## src/rtl/fir_out_stage.sv

```systemverilog
// FIR output stage: round and shift the 34-bit filter result, saturate it to 16 bits,
// and buffer the samples in a first-word-fall-through FIFO with sticky status flags.
module fir_out_stage #(
  parameter int SHIFT = 15,
  parameter int DEPTH = 8
) (
  input  logic                   aclk,
  input  logic                   areset,
  input  logic                   s_axis_data_tvalid,
  input  logic [33:0]            s_axis_data_tdata,
  output logic                   m_axis_data_tvalid,
  input  logic                   m_axis_data_tready,
  output logic [15:0]            m_axis_data_tdata,
  input  logic                   clr,
  output logic                   sat_flag,
  output logic                   ovf_flag,
  output logic [$clog2(DEPTH):0] fifo_count
);

  localparam int PW = $clog2(DEPTH);
  localparam logic signed [34:0] RND      = 35'sd1 <<< (SHIFT - 1);
  localparam logic signed [34:0] MAX_S    = 35'sd32767;
  localparam logic signed [34:0] MIN_S    = -35'sd32768;
  localparam logic [PW:0]        FULL_CNT = (PW + 1)'(DEPTH);

  logic signed [34:0] rnd_sum;
  logic signed [34:0] stg1_r;
  logic               stg1_valid;
  logic [15:0]        sat_data;
  logic               clamp;

  logic [15:0]        mem [DEPTH];
  logic [PW-1:0]      wr_ptr;
  logic [PW-1:0]      rd_ptr;
  logic               full;
  logic               pop;
  logic               push;
  logic               drop;

  // Sign-extend to 35 bits so the rounding offset can never overflow.
  always_comb begin
    rnd_sum = ($signed({s_axis_data_tdata[33], s_axis_data_tdata}) + RND) >>> SHIFT;
  end

  always_comb begin
    sat_data = stg1_r[15:0];
    clamp    = 1'b0;
    if (stg1_r > MAX_S) begin
      sat_data = 16'h7fff;
      clamp    = 1'b1;
    end else if (stg1_r < MIN_S) begin
      sat_data = 16'h8000;
      clamp    = 1'b1;
    end
  end

  // A full FIFO still takes the write when the head leaves on the same edge.
  assign full               = (fifo_count == FULL_CNT);
  assign m_axis_data_tvalid = (fifo_count != '0);
  assign m_axis_data_tdata  = mem[rd_ptr];
  assign pop                = m_axis_data_tvalid & m_axis_data_tready;
  assign push               = stg1_valid & (~full | pop);
  assign drop               = stg1_valid & full & ~pop;

  always_ff @(posedge aclk) begin
    if (s_axis_data_tvalid) begin
      stg1_r <= rnd_sum;
    end
    if (push) begin
      mem[wr_ptr] <= sat_data;
    end
  end

  always_ff @(posedge aclk) begin
    if (areset) begin
      stg1_valid <= 1'b0;
      wr_ptr     <= '0;
      rd_ptr     <= '0;
      fifo_count <= '0;
      sat_flag   <= 1'b0;
      ovf_flag   <= 1'b0;
    end else begin
      stg1_valid <= s_axis_data_tvalid;
      if (push) begin
        wr_ptr <= wr_ptr + 1'b1;
      end
      if (pop) begin
        rd_ptr <= rd_ptr + 1'b1;
      end
      case ({push, pop})
        2'b10:   fifo_count <= fifo_count + 1'b1;
        2'b01:   fifo_count <= fifo_count - 1'b1;
        default: fifo_count <= fifo_count;
      endcase
      // A set event on the same edge as clr takes priority.
      if (stg1_valid && clamp) begin
        sat_flag <= 1'b1;
      end else if (clr) begin
        sat_flag <= 1'b0;
      end
      if (drop) begin
        ovf_flag <= 1'b1;
      end else if (clr) begin
        ovf_flag <= 1'b0;
      end
    end
  end

endmodule

```

## config.mk

```make
export PLATFORM = sky130hd
export DESIGN_NAME = fir_out_stage
export DESIGN_NICKNAME = d
export VERILOG_FILES = /design/src/rtl/fir_out_stage.sv
export SDC_FILE = /design/constraint.sdc
export NUM_CORES = 1
export LEC_CHECK = 0
export ABC_AREA = 1
export CELL_PAD_IN_SITES_DETAIL_PLACEMENT = 1
export CELL_PAD_IN_SITES_GLOBAL_PLACEMENT = 2
export CORE_ASPECT_RATIO = 0.9
export CORE_UTILIZATION = 30
export DETAILED_ROUTE_END_ITERATION = 10
export HOLD_SLACK_MARGIN = 0.1
export PLACE_DENSITY = 0.62
export SLEW_MARGIN = 20
export SYNTH_ARGS = -nofsm -noshare
export SYNTH_HDL_FRONTEND = slang
export SYNTH_SLANG_ARGS = --single-unit
```

## constraint.sdc

```tcl
create_clock -name aclk -period 2.4 [get_ports aclk]
set_clock_uncertainty 0.05 [all_clocks]
set_input_delay 0.48 -clock aclk [delete_from_list [all_inputs] [get_ports aclk]]
set_output_delay 0.48 -clock aclk [all_outputs]
set_load 0.02 [all_outputs]
```

==> key figures <==
Pwr
  • Max IR drop VDD: 0.492 mV
  • PD cells: 990 nW/um2
  • Leak: 0.00318 uW

Layout
  • Layout Nets: 774
  • Register area: 4770 um2
  • Multi-input gate area: 2110 um2
  • Cell area after layout: 8790 um2
  • Area grow syn2layout: 23.5%
  • Final cell count without fillers: 1043
  • Filler cells: 2553
  • Layout cells sized above 1: 14.6%
  • N_diodes: 0

STA
  • Setup TNS: 0 ns
  • Highest clock rate: 437 MHz
  • Crit path time final: 2.29 ns
  • Final setup violation count: 0
  • Final Max Slew Viols: 0
  • Hold Vio Cnt, Final: 0
  • Final Cycle Share: 95.3%
  • Setup ws final: 0.113 ns
  • RSZ-0062 raised after global routing: no
  • Worst rel slew slack: 68.2%
  • Worst-Margin Slew: 0.476 ns

Place
  • Gp weighted congestion: 0.755
  • HPWL after detailed placement: 11300 um
  • Placed inst area: 8230 um2
  • Dpl ws: -0.0965 ns
  • Port bufs: 47
  • Placed Cells: 1009

Critical path
  • CP delay by family, top: buffers and inverters
  • R2R depth: 13
  • Critical Path Fanout Max: 16
  • Highest-delay cell along the critical path: dfxtp_4
  • WS Path Type: reg -> out
  • CP peak stage delay: 0.41 ns
  • FF-to-FF Start: fifo_count[1]$_SDFFE_PP0P_
  • CP Buf/Inv Count: 2
  • Crit. path cell count: 6
  • Setup crit end: m_axis_data_tdata[15]
  • Worst Path Required: 1.87 ns
  • Critical-path cell list: bufbuf_16, o21ai_0, o21ai_0, nand2_1, nand2_1, buf_4
  • Crit path DAT: 1.76 ns
  • R2R Setup Slk: 0.36 ns
  • Startpoint Class: flip-flop
  • CP Capture Type: output port
  • R2r endpoint: fifo_count[3]$_SDFFE_PP0P_

Global routing
  • Global Route Usage Sum: 15.8%
  • Antenna violations before repair: 0
  • Largest net degree at the start of global routing: 33
  • Global route overflow: 0
  • Vias in the first global route: 5015
  • Global-route wire length before repair: 28200 um

Synthesis
  • Post-synthesis cell area: 7120 um2
  • #FFs+latches synth: 164
  • Post-synthesis async set-or-reset flop share: 0%
  • Simple-gate share of the synthesized area: 17.5%
  • Post-synthesis xor/xnor area fraction: 2.32%
  • Register area share after synthesis: 66.9%
  • Main flop type after synthesis: edfxtp_1
  • Number of synthesized flops with an enable pin: 148
  • Mux cell area share after synthesis: 0%
  • Count of cell types in the netlist: 30
  • Main combinational cell family by area after synthesis: simple AND/OR/NAND/NOR gates
  • Synthesized Nets: 702
  • Yosys warnings: 0
  • Cell count after synthesis: 656
  • Avg Cell Area, Syn: 10.9 um2
  • Compound-cell area share of the yosys netlist: 8.19%
  • Synth Area in Adders: 1.34%

Route
  • Vias: 4836
  • Top sig layer: met4
  • WL per Instance: 17.3 um
  • Routed wl met2: 9130 um
  • Drt drc: 0
  • Via/cell ratio: 4.64
  • DR WL met3: 507 um
  • Initial DRC count: 216
  • WL met1: 8220 um
  • DR pass1 iterations: 4
  • Final wirelength: 18100 um
  • Final ANT Viol Nets: 0

Min path
  • Hold Path Class: reg -> reg

Clocking
  • CTS tree: yes
  • Clock latency on the worst-skew pair: 0.42 ns
  • Clock Tree Buf Depth: 2
  • Total setup buffers inserted after CTS: 0
  • Num CTS Buffers: 17
  • Clk sinks: 164
  • H-tree Lvls: 4
  • Clock transition at the registers of the reported paths: 0.06 ns
  • Clk root buf: clkbuf_16

Floorplan
  • Site Rows: 53
  • Core Area: 23300 um2
  • Die area: 24400 um2
  • Starting density of the core: 30.5%
  • Die Width: 164 um
  • # IOs: 62
  • Die height: 148 um

Status
  • Outcome: complete, no violations

Flow run
  • Max cap viols: 0
synthesized netlist by cell type, types with 3 or more instances:
cell      instances  share of area, %
a21oi_1          12              0.84
buf_2            17               1.2
buf_6             4              0.63
dfxtp_1          16               4.5
edfxtp_1        148                62
ha_1              6               1.1
inv_1            24               1.3
inv_2             5              0.26
nand2_1         132               7.0
nand2_2           6              0.53
nand3_1          11              0.77
nand3_2           3              0.42
nor2_1          121               6.4
nor2_2            4              0.35
nor2_4            5              0.79
nor3_1            8              0.56
o21ai_0          43               3.0
o21ai_1          60               4.2
xnor2_1           6              0.74
xor2_1           11               1.4
state kept, by name, summed over array words and instances, names as in the netlist, named ones only:
name / cells
ovf_flag: 1
rd_ptr: 3
sat_flag: 1
fifo_count: 4
wr_ptr: 3
stg1_r: 20
stg1_valid: 1
mem: 128
metrics by stage:
step                util (%)  hold slack, ns  power [uW]
floorplan                  -           0.413        5090
global placement        35.3           0.424        6120
detailed placement      35.3           0.414        6210
CTS                     37.9           0.433        8880
global route            37.7           0.456        9210
finish                  37.7           0.423        8700
where the power goes:
| group | switching, uW | leakage [uW] | internal, uW |
|---|---|---|---|
| clock network | 1090 | 0.000265 | 1520 |
| logic | 1640 | 0.00144 | 1030 |
| registers | 122 | 0.00148 | 3300 |
per-layer routing:
| metal | GRT usage [%] | up-vias |
|---|---|---|
| li1 | - | 2388 |
| met1 | 20.5 | 2352 |
| met2 | 26.8 | 76 |
| met3 | 2.62 | 20 |
| met4 | 5.14 | 0 |
| met5 | 0 | - |
how the worst min path moves through the flow:
stage	start	end	slack, ns	cells past startpoint
2_1_floorplan	rd_ptr[2]$_SDFFE_PP0N_	flip-flop	0.41	2
3_3_place_gp	ovf_flag$_SDFFE_PP0P_	ovf_flag$_SDFFE_PP0P_	0.42	2
3_5_place_dp	ovf_flag$_SDFFE_PP0P_	ovf_flag$_SDFFE_PP0P_	0.41	2
4_1_cts	sat_flag$_SDFFE_PP0P_	sat_flag$_SDFFE_PP0P_	0.43	2
5_1_grt	sat_flag$_SDFFE_PP0P_	sat_flag$_SDFFE_PP0P_	0.46	2
6_report	sat_flag$_SDFFE_PP0P_	sat_flag$_SDFFE_PP0P_	0.42	2
final cells by class:
| cell class | count | area share (%) |
|---|---|---|
| inverter | 29 | 1.24 |
| tap | 302 | 4.30 |
| clock buffer | 18 | 4.88 |
| clock inverter | 14 | 1.57 |
| sequential | 164 | 54.3 |
| timing repair buffer | 79 | 9.76 |
| multi-input combinational | 437 | 24.0 |
layout by cell type (no fill, tap or decap), drive strengths merged, types with 12 or more instances in the layout:
cell	count
edfxtp	148
clkbuf	30
a21oi	12
nor2	130
buf	34
o21ai	103
dfxtp	16
inv	30
clkdlybuf4s50	31
nand2	140
nand3	14
cells by family after synthesis:
group,after synthesis
AO/OA/AOI/OAI,116
buffers and inverters,55
adder cells (fa/ha/maj),7
XOR/XNOR,18
AND/OR/NAND/NOR,296
flip-flops,164
worst reg2reg max path, delay by kind of cell (launching register included):
family          cells  cell delay, ns
flops               1            0.37
fa+ha+maj           2            0.59
simple gates        9            0.83
buf+inv             1            0.04
compound gates      1            0.11
timing repair:
| action | 4_1_cts | 5_1_grt |
|---|---|---|
| resized for setup | 30 | 26 |
| setup endpoints to repair | 16 | 16 |
| gates cloned | 2 | 0 |
| hold endpoints to repair | 0 | 0 |
| hold buffers | 0 | 0 |
| pin swaps | 0 | 0 |
Power figures use the tool's default switching activity.
